`config.mk`:
```
export PLATFORM = sky130hd
export DESIGN_NAME = bc_tile_decoder
export DESIGN_NICKNAME = d
export VERILOG_FILES = /design/src/rtl/bc_tile_pkg.sv /design/src/rtl/bc_palette_gen.sv /design/src/rtl/bc_tile_decoder.sv
export SDC_FILE = /design/constraint.sdc
export NUM_CORES = 1
export LEC_CHECK = 0
export ABC_AREA = 1
export CAP_MARGIN = 20
export CORE_MARGIN = 2
export CORE_UTILIZATION = 40
export CTS_CLUSTER_DIAMETER = 120
export DETAILED_ROUTE_END_ITERATION = 10
export DONT_BUFFER_PORTS = 1
export PLACE_DENSITY = 0.57
export SLEW_MARGIN = 25
export SYNTH_ARGS = -nofsm -noshare
export SYNTH_HDL_FRONTEND = slang
export SYNTH_SLANG_ARGS = --single-unit
```
`constraint.sdc`:
```
create_clock -name clk -period 9.7 [get_ports clk]
set_input_delay 0.485 -clock clk [delete_from_list [all_inputs] [get_ports clk]]
set_output_delay 0.485 -clock clk [all_outputs]
set_load 0.01 [all_outputs]
```
`src/rtl/bc_tile_pkg.sv`:
```
// Shared types and helpers for the BC tile decoder: format codes, palette
// containers, RGB565 expansion and the beats-per-block derivation.
// Optional BC3 alpha decoding is enabled with the BC_TILE_BC3_EN macro.
package bc_tile_pkg;

  localparam logic BC_FMT_BC1 = 1'b0;
  localparam logic BC_FMT_BC3 = 1'b1;

  localparam logic [31:0] RGBA_TRANSPARENT = 32'h0000_0000;
  localparam logic [7:0]  ALPHA_OPAQUE     = 8'hFF;

  // Four RGBA8888 colour entries ({R,G,B,A}) and eight alpha entries.
  typedef logic [3:0][31:0] col_pal_t;
  typedef logic [7:0][7:0]  alpha_pal_t;

  typedef enum logic {
    ST_IDLE = 1'b0,
    ST_EMIT = 1'b1
  } dec_state_t;

  // Output beats needed to cover the 16 texels of one block.
  function automatic int bc_beats(input int pix_per_beat);
    return 16 / pix_per_beat;
  endfunction

  // RGB565 -> RGB888 by replicating the top bits into the low bits.
  function automatic logic [23:0] expand565(input logic [15:0] c);
    return {c[15:11], c[15:13], c[10:5], c[10:9], c[4:0], c[4:2]};
  endfunction

endpackage

```
`src/rtl/bc_palette_gen.sv`:
```
// Combinational palette generator: turns the two colour endpoints (and, with
// BC_TILE_BC3_EN defined, the format bit and alpha endpoints) into the four
// colour entries and eight alpha entries of a block.
module bc_palette_gen
  import bc_tile_pkg::*;
(
  input  logic [15:0] c0,
  input  logic [15:0] c1,
`ifdef BC_TILE_BC3_EN
  input  logic        fmt,
  input  logic [7:0]  a0,
  input  logic [7:0]  a1,
  output alpha_pal_t  alpha,
`endif
  output col_pal_t    col
);

  logic [23:0] e0;
  logic [23:0] e1;
  logic [23:0] mid2;
  logic [23:0] mid3;
  logic        four_colour;
  logic [9:0]  x0;
  logic [9:0]  x1;
  logic [8:0]  half;

  assign e0 = expand565(c0);
  assign e1 = expand565(c1);

`ifdef BC_TILE_BC3_EN
  // BC3 colour blocks never use the punch-through three-colour mode.
  assign four_colour = (c0 > c1) || (fmt == BC_FMT_BC3);
`else
  assign four_colour = (c0 > c1);
`endif

  // Interpolate the two middle colours channel by channel.
  always_comb begin
    // NOTE: every variable gets a default first so no path leaves it unassigned, which would infer a latch.
    mid2 = '0;
    mid3 = '0;
    x0   = '0;
    x1   = '0;
    half = '0;
    for (int ch = 0; ch < 3; ch++) begin
      x0   = {2'b00, e0[8*ch +: 8]};
      x1   = {2'b00, e1[8*ch +: 8]};
      half = {1'b0, e0[8*ch +: 8]} + {1'b0, e1[8*ch +: 8]};
      if (four_colour) begin
        mid2[8*ch +: 8] = 8'(((x0 << 1) + x1) / 10'd3);
        mid3[8*ch +: 8] = 8'((x0 + (x1 << 1)) / 10'd3);
      end else begin
        mid2[8*ch +: 8] = half[8:1];
        mid3[8*ch +: 8] = 8'h00;
      end
    end
  end

  assign col[0] = {e0, ALPHA_OPAQUE};
  assign col[1] = {e1, ALPHA_OPAQUE};
  assign col[2] = {mid2, ALPHA_OPAQUE};
  assign col[3] = four_colour ? {mid3, ALPHA_OPAQUE} : RGBA_TRANSPARENT;

`ifdef BC_TILE_BC3_EN
  // Eight-entry alpha ramp, or six entries plus fixed 0x00 / 0xFF.
  always_comb begin
    alpha    = '0;
    alpha[0] = a0;
    alpha[1] = a1;
    if (a0 > a1) begin
      for (int k = 2; k < 8; k++) begin
        alpha[k] = 8'(((11'(8 - k) * {3'b000, a0}) + (11'(k - 1) * {3'b000, a1})) / 11'd7);
      end
    end else begin
      for (int k = 2; k < 6; k++) begin
        alpha[k] = 8'(((11'(6 - k) * {3'b000, a0}) + (11'(k - 1) * {3'b000, a1})) / 11'd5);
      end
      alpha[6] = 8'h00;
      alpha[7] = 8'hFF;
    end
  end
`endif

endmodule

```
`src/rtl/bc_tile_decoder.sv`:
```
// BC1 (optionally BC3) 4x4 block decoder. Accepts one block per handshake and
// streams its 16 texels as RGBA8888, PIX_PER_BEAT texels per beat, with
// back-to-back blocks overlapped on the last beat.
// Optional BC3 support is enabled with the BC_TILE_BC3_EN macro.
module bc_tile_decoder
  import bc_tile_pkg::*;
#(
  parameter int PIX_PER_BEAT = 1,
  parameter int IDX_W        = 4
) (
  input  logic                      clk,
  input  logic                      rstn,
  input  logic                      in_valid,
  output logic                      in_ready,
  input  logic                      in_fmt,
  input  logic [127:0]              in_block,
  output logic                      out_valid,
  input  logic                      out_ready,
  output logic [32*PIX_PER_BEAT-1:0] out_rgba,
  output logic [IDX_W-1:0]          out_base_index,
  output logic                      out_last
);

  localparam int               BEATS     = bc_beats(PIX_PER_BEAT);
  localparam int               LANE_W    = 32 * PIX_PER_BEAT;
  localparam logic [IDX_W-1:0] BASE_STEP = IDX_W'(PIX_PER_BEAT);
  localparam logic [IDX_W-1:0] LAST_BASE = IDX_W'(16 - PIX_PER_BEAT);

  dec_state_t       state;
  col_pal_t         pg_col;
  col_pal_t         pal_r;
  logic [31:0]      idx_r;
  logic             accept;
  logic             advance;
  logic [IDX_W-1:0] next_base;
  logic [LANE_W-1:0] next_rgba;

  col_pal_t         src_pal;
  logic [31:0]      src_idx;
  logic [IDX_W-1:0] src_base;
  logic [3:0]       lane_t;
  logic [31:0]      lane_texel;

`ifdef BC_TILE_BC3_EN
  alpha_pal_t  pg_alpha;
  alpha_pal_t  apal_r;
  alpha_pal_t  src_apal;
  logic [47:0] aidx_r;
  logic [47:0] src_aidx;
  logic        bc3_r;
  logic        src_bc3;
  logic        in_bc3;

  assign in_bc3 = (in_fmt == BC_FMT_BC3);

  bc_palette_gen u_pal (
    .c0    (in_block[63:48]),
    .c1    (in_block[47:32]),
    .fmt   (in_fmt),
    .a0    (in_block[71:64]),
    .a1    (in_block[79:72]),
    .alpha (pg_alpha),
    .col   (pg_col)
  );
`else
  // Format bit and alpha half of the block have no function in a BC1-only build.
  logic unused_bc3_bits;
  assign unused_bc3_bits = ^{in_fmt, in_block[127:64]};

  bc_palette_gen u_pal (
    .c0  (in_block[63:48]),
    .c1  (in_block[47:32]),
    .col (pg_col)
  );
`endif

  assign out_valid = (state == ST_EMIT);
  assign in_ready  = (state == ST_IDLE) || ((state == ST_EMIT) && out_last && out_ready);
  assign accept    = in_valid && in_ready;
  assign advance   = out_valid && out_ready;
  assign next_base = out_base_index + BASE_STEP;

  // Build the next beat: beat 0 of the incoming block on accept, otherwise the
  // following beat of the block already held in the palette registers.
  always_comb begin
    src_pal    = pal_r;
    src_idx    = idx_r;
    src_base   = next_base;
    lane_t     = '0;
    lane_texel = '0;
    next_rgba  = '0;
`ifdef BC_TILE_BC3_EN
    src_apal   = apal_r;
    src_aidx   = aidx_r;
    src_bc3    = bc3_r;
`endif
    if (accept) begin
      src_pal  = pg_col;
      src_idx  = in_block[31:0];
      src_base = '0;
`ifdef BC_TILE_BC3_EN
      src_apal = pg_alpha;
      src_aidx = in_block[127:80];
      src_bc3  = in_bc3;
`endif
    end
    for (int k = 0; k < PIX_PER_BEAT; k++) begin
      lane_t     = src_base + 4'(k);
      lane_texel = src_pal[src_idx[{lane_t, 1'b0} +: 2]];
`ifdef BC_TILE_BC3_EN
      if (src_bc3) begin
        lane_texel[7:0] = src_apal[src_aidx[({2'b00, lane_t} + {1'b0, lane_t, 1'b0}) +: 3]];
      end
`endif
      next_rgba[32*k +: 32] = lane_texel;
    end
  end

  // Control FSM with registered beat outputs.
  always_ff @(posedge clk) begin
    // NOTE: sequential state uses non-blocking assignments so every register samples pre-edge values.
    if (!rstn) begin
      state          <= ST_IDLE;
      out_base_index <= '0;
      out_last       <= 1'b0;
      out_rgba       <= '0;
    end else if (accept) begin
      state          <= ST_EMIT;
      out_base_index <= '0;
      out_last       <= (BEATS == 1);
      out_rgba       <= next_rgba;
    end else if (advance) begin
      if (out_last) begin
        state          <= ST_IDLE;
        out_base_index <= '0;
        out_last       <= 1'b0;
      end else begin
        out_base_index <= next_base;
        out_last       <= (next_base == LAST_BASE);
        out_rgba       <= next_rgba;
      end
    end
  end

  // Capture the block's palette and indices at accept.
  always_ff @(posedge clk) begin
    // NOTE: datapath registers are not reset; the FSM guarantees they are written before being read.
    if (accept) begin
      pal_r  <= pg_col;
      idx_r  <= in_block[31:0];
`ifdef BC_TILE_BC3_EN
      apal_r <= pg_alpha;
      aidx_r <= in_block[127:80];
      bc3_r  <= in_bc3;
`endif
    end
  end

endmodule

```
==> impl_table.tex <==
\begin{tabular}{lr}
\hline
Metric & Value \\
\hline
\multicolumn{2}{l}{\textbf{Route}} \\
Residual DRC & 0 \\
Via count normalized by instance count & 5.18 \\
Drt total wl & 35500 um \\
Post-detailed-route count of antenna-violating nets & 0 \\
Drt first pass iters & 5 \\
Starting DRC count in detailed routing & 773 \\
WL/cell & 15.3 um \\
Routed via count & 12002 \\
\multicolumn{2}{l}{\textbf{Power}} \\
Power density relative to cell area & 219 nW/um\^{}2 \\
Net Sw Power & 1.24 mW \\
Part of the power in combinational logic & 0.402 \\
Power share of the clock group & 0.254 \\
Worst vdd rail ir drop & 0.000152 V \\
Internal power consumption & 1.76 mW \\
Pleak & 7.08 nW \\
Net switching fraction of the power & 0.414 \\
Sequential share of power & 0.344 \\
\multicolumn{2}{l}{\textbf{Critical path}} \\
Type of element launching the critical path & flip-flop \\
Worst Path Max Fanout & 64 \\
Setup slack on the worst flop-to-flop path & 4.76 ns \\
Class of the most critical setup path & flip-flop to flip-flop \\
Endpoint kind of the worst setup timing path & flip-flop \\
Worst r2r src & out\_valid\$\_SDFFE\_PN0P\_ \\
Data required time at the worst endpoint & 10.06 ns \\
Worst R2R Path Depth & 19 \\
Critical register-to-register path endpoint & out\_rgba[5]\$\_SDFFE\_PN0P\_ \\
CP Data Arrival Time & 5.30 ns \\
\multicolumn{2}{l}{\textbf{Timing}} \\
Final Max Slew Viols & 0 \\
Highest achievable clock rate & 0.202 GHz \\
Fraction of the cycle the final worst path needs & 0.509 \\
Transition time of the tightest slew-check pin & 0.890 ns \\
Setup repair after global routing missed its margin & no \\
Tightest hold margin & 0.133 ns \\
Post-route minimum period & 4.94 ns \\
Setup tns final & 0 ns \\
Worst slew margin & 0.406 \\
Final Setup Violations & 0 \\
Final hold viol count & 0 \\
Final clock skew & 0.0116 ns \\
\multicolumn{2}{l}{\textbf{CTS}} \\
Clock Latency Late Sink & 0.45 ns \\
Depth of the CTS H-tree & 4 \\
Hold Buf Count CTS & 0 \\
Root buffer selected by CTS & sky130\_fd\_sc\_hd\_\_clkbuf\_16 \\
Post-CTS Setup Repair Bufs & 0 \\
Maximum clock path buffer count & 2 \\
Quantity of gates resized following cts & 0 \\
Total CTS buffers & 17 \\
Num Clock Sinks & 198 \\
TritonCTS clock tree & yes \\
CTS clk-pin slew, worst paths & 0.09 ns \\
\multicolumn{2}{l}{\textbf{Placement}} \\
Number of placed instances, taps included & 2285 \\
Port-buffer cells & 0 \\
Detailed placer's ending HPWL & 25100 um \\
Placer Congestion & 0.846 \\
Post-Place Cell Area & 13100 um\^{}2 \\
\multicolumn{2}{l}{\textbf{Logic synthesis}} \\
Summed instance area of the synthesized netlist & 12800 um\^{}2 \\
Largest cells by area after synthesis & sky130\_fd\_sc\_hd\_\_dfxtp\_1, sky130\_fd\_sc\_hd\_\_nand2\_1, sky130\_fd\_sc\_hd\_\_ha\_1 \\
Warning count from the yosys run & 0 \\
Number of enable flip-flop cells after synthesis & 0 \\
Syn nets & 2158 \\
Sequential share of the synthesized area & 0.310 \\
Number of synthesized register bits & 198 \\
Largest area contributor in the netlist & sky130\_fd\_sc\_hd\_\_dfxtp\_1 \\
Gate count of the mapped netlist & 1944 \\
Proportion of netlist area held by the largest area contributor & 0.310 \\
Mean area per synthesized cell & 6.58 um\^{}2 \\
Number of different library cells in the post-synthesis netlist & 55 \\
Primary FF master, synth & sky130\_fd\_sc\_hd\_\_dfxtp\_1 \\
FFs w/ async S/R, synth & 0 \\
\multicolumn{2}{l}{\textbf{Layout}} \\
Area overhead of the layout relative to synthesis & 7.52\% \\
Most common library cell in the layout ignoring fill and taps & sky130\_fd\_sc\_hd\_\_nand2\_1 \\
Post-layout instance area & 13700 um\^{}2 \\
Final non-filler cell total & 2317 \\
Diodes inserted & 0 \\
Layout cell share with drive strength beyond 1 & 0.0726 \\
Most frequent cells in the layout & sky130\_fd\_sc\_hd\_\_nand2\_1, sky130\_fd\_sc\_hd\_\_inv\_1, sky130\_fd\_sc\_hd\_\_dfxtp\_1 \\
Total Nets Final & 2116 \\
\multicolumn{2}{l}{\textbf{Floorplan}} \\
I/O pin count & 172 \\
Area of the core region & 31600 um\^{}2 \\
Initial Util & 0.405 \\
Die outline width & 183 um \\
Die footprint & 33400 um\^{}2 \\
Number of standard-cell rows in the floorplan & 65 \\
Die height & 183 um \\
\multicolumn{2}{l}{\textbf{Global routing}} \\
Global-route wire length before repair & 56400 um \\
GR Overflow Total & 0 \\
Overall Global Routing Usage & 0.211 \\
Number of global-route vias before repair & 11148 \\
Pin count of the biggest net entering global routing & 102 \\
Antenna violations before repair & 0 \\
\multicolumn{2}{l}{\textbf{Worst hold path}} \\
HP Class & input port to flip-flop \\
Min-Delay Endpoint & idx\_r[26]\$\_DFF\_P\_ \\
Min-delay src & in\_block[26] \\
Worst Hold Path Cells & 2 \\
\multicolumn{2}{l}{\textbf{Run}} \\
Number of max-cap violations & 0 \\
\multicolumn{2}{l}{\textbf{Run status}} \\
Status & complete, no violations \\
\hline
\end{tabular}
layout make-up:
cell class              count  area (um^2)
clock buffers              18          439
clock inverters            14          204
fillers                  3352        17800
inverters                 234          878
multi-input cells        1442         7690
flip-flops and latches    198         3960
well taps                 402          503
repair buffers              9         71.3
worst max-delay path, cell delays in order (launching register included):
cell and delay [ns]:
sky130_fd_sc_hd__dfxtp_1 0.41, sky130_fd_sc_hd__inv_1 0.07, sky130_fd_sc_hd__nor2_1 0.22, sky130_fd_sc_hd__nor2_1 0.18, sky130_fd_sc_hd__nand2_4 0.19, sky130_fd_sc_hd__inv_2 0.06, sky130_fd_sc_hd__nor2_1 0.57, sky130_fd_sc_hd__inv_1 0.44
sky130_fd_sc_hd__o21ai_0 0.27, sky130_fd_sc_hd__a21oi_1 0.06, sky130_fd_sc_hd__o21ai_1 0.14, sky130_fd_sc_hd__nand2_1 0.10, sky130_fd_sc_hd__o21ai_4 0.12, sky130_fd_sc_hd__buf_4 0.59, sky130_fd_sc_hd__inv_2 0.45, sky130_fd_sc_hd__buf_4 0.39
sky130_fd_sc_hd__o21ai_0 0.22, sky130_fd_sc_hd__o22ai_1 0.13, sky130_fd_sc_hd__o21ai_1 0.14, sky130_fd_sc_hd__inv_1 0.05
per-stage QoR:
stage / setup WS, ns / total power, mW / util
global route: 4.23 / 3.25 / 0.436
global placement: 4.59 / 2.23 / 0.415
detailed placement: 4.51 / 2.25 / 0.415
CTS: 4.51 / 3.02 / 0.436
finish: 4.76 / 3.01 / 0.436
floorplan: 5.88 / 2.00 / -
flip-flops by register name, summed over array words and instances, names as in the netlist:
signal / flops
pal_r: 128
out_last: 1
out_valid: 1
out_base_index: 4
idx_r: 32
out_rgba: 32
how the worst max path moves through the flow:
stage	startpoint	end	slack, ns
6_report	out_valid$_SDFFE_PN0P_	out_rgba[5]$_SDFFE_PN0P_	4.76
5_1_grt	out_valid$_SDFFE_PN0P_	out_rgba[5]$_SDFFE_PN0P_	4.23
4_1_cts	out_last$_SDFFE_PP0P_	out_rgba[0]$_SDFFE_PN0P_	4.51
3_5_place_dp	out_ready	out_rgba[0]$_SDFFE_PN0P_	4.51
3_3_place_gp	out_ready	out_rgba[1]$_SDFFE_PN0P_	4.59
2_1_floorplan	in_block[41]	out_rgba[16]$_SDFFE_PN0P_	5.88
cells by family (layout without fill, tap and decap cells):
kind of cell             count (synthesis)  in the layout  synth area share
flip-flops                             198            198             0.310
XOR/XNOR                                39             39            0.0273
buffers and inverters                  304            275            0.0918
adder cells (fa/ha/maj)                 81             81            0.0822
multiplexers                             2              2           0.00157
AO/OA/AOI/OAI                          387            387             0.182
AND/OR/NAND/NOR                        933            933             0.305
synth_stat cells, types with 10 or more instances:
master,count
sky130_fd_sc_hd__a21oi_2,11
sky130_fd_sc_hd__inv_2,10
sky130_fd_sc_hd__nand4_1,13
sky130_fd_sc_hd__a31oi_1,23
sky130_fd_sc_hd__nand3_1,117
sky130_fd_sc_hd__o21ai_2,10
sky130_fd_sc_hd__dfxtp_1,198
sky130_fd_sc_hd__buf_2,11
sky130_fd_sc_hd__xor2_1,30
sky130_fd_sc_hd__o21ai_1,46
sky130_fd_sc_hd__inv_1,221
sky130_fd_sc_hd__nor2_1,111
sky130_fd_sc_hd__a22oi_1,19
sky130_fd_sc_hd__clkbuf_1,49
sky130_fd_sc_hd__or2_2,32
sky130_fd_sc_hd__nand2_2,12
sky130_fd_sc_hd__nand2_1,623
sky130_fd_sc_hd__a21oi_1,91
sky130_fd_sc_hd__nand3_2,12
sky130_fd_sc_hd__o211ai_1,41
sky130_fd_sc_hd__ha_1,76
sky130_fd_sc_hd__o21ai_0,98
sky130_fd_sc_hd__o22ai_1,10
routing by layer:
metal / wire (um) / global-route usage
met1: 17000 / 0.278
met2: 16000 / 0.356
met3: 1960 / 0.0395
met4: 546 / 0.0566
met5: 0 / 0
power by group through the flow:
stage	registers, mW	clock network [mW]	logic [mW]
final	1.03	0.764	1.21
after global routing	1.05	0.808	1.39
after CTS	1.04	0.779	1.21
after detailed placement	1.05	0	1.20
after global placement	1.05	0	1.17
after floorplan	1.03	0	0.966
Note: power is estimated with default switching activity, not from simulation.
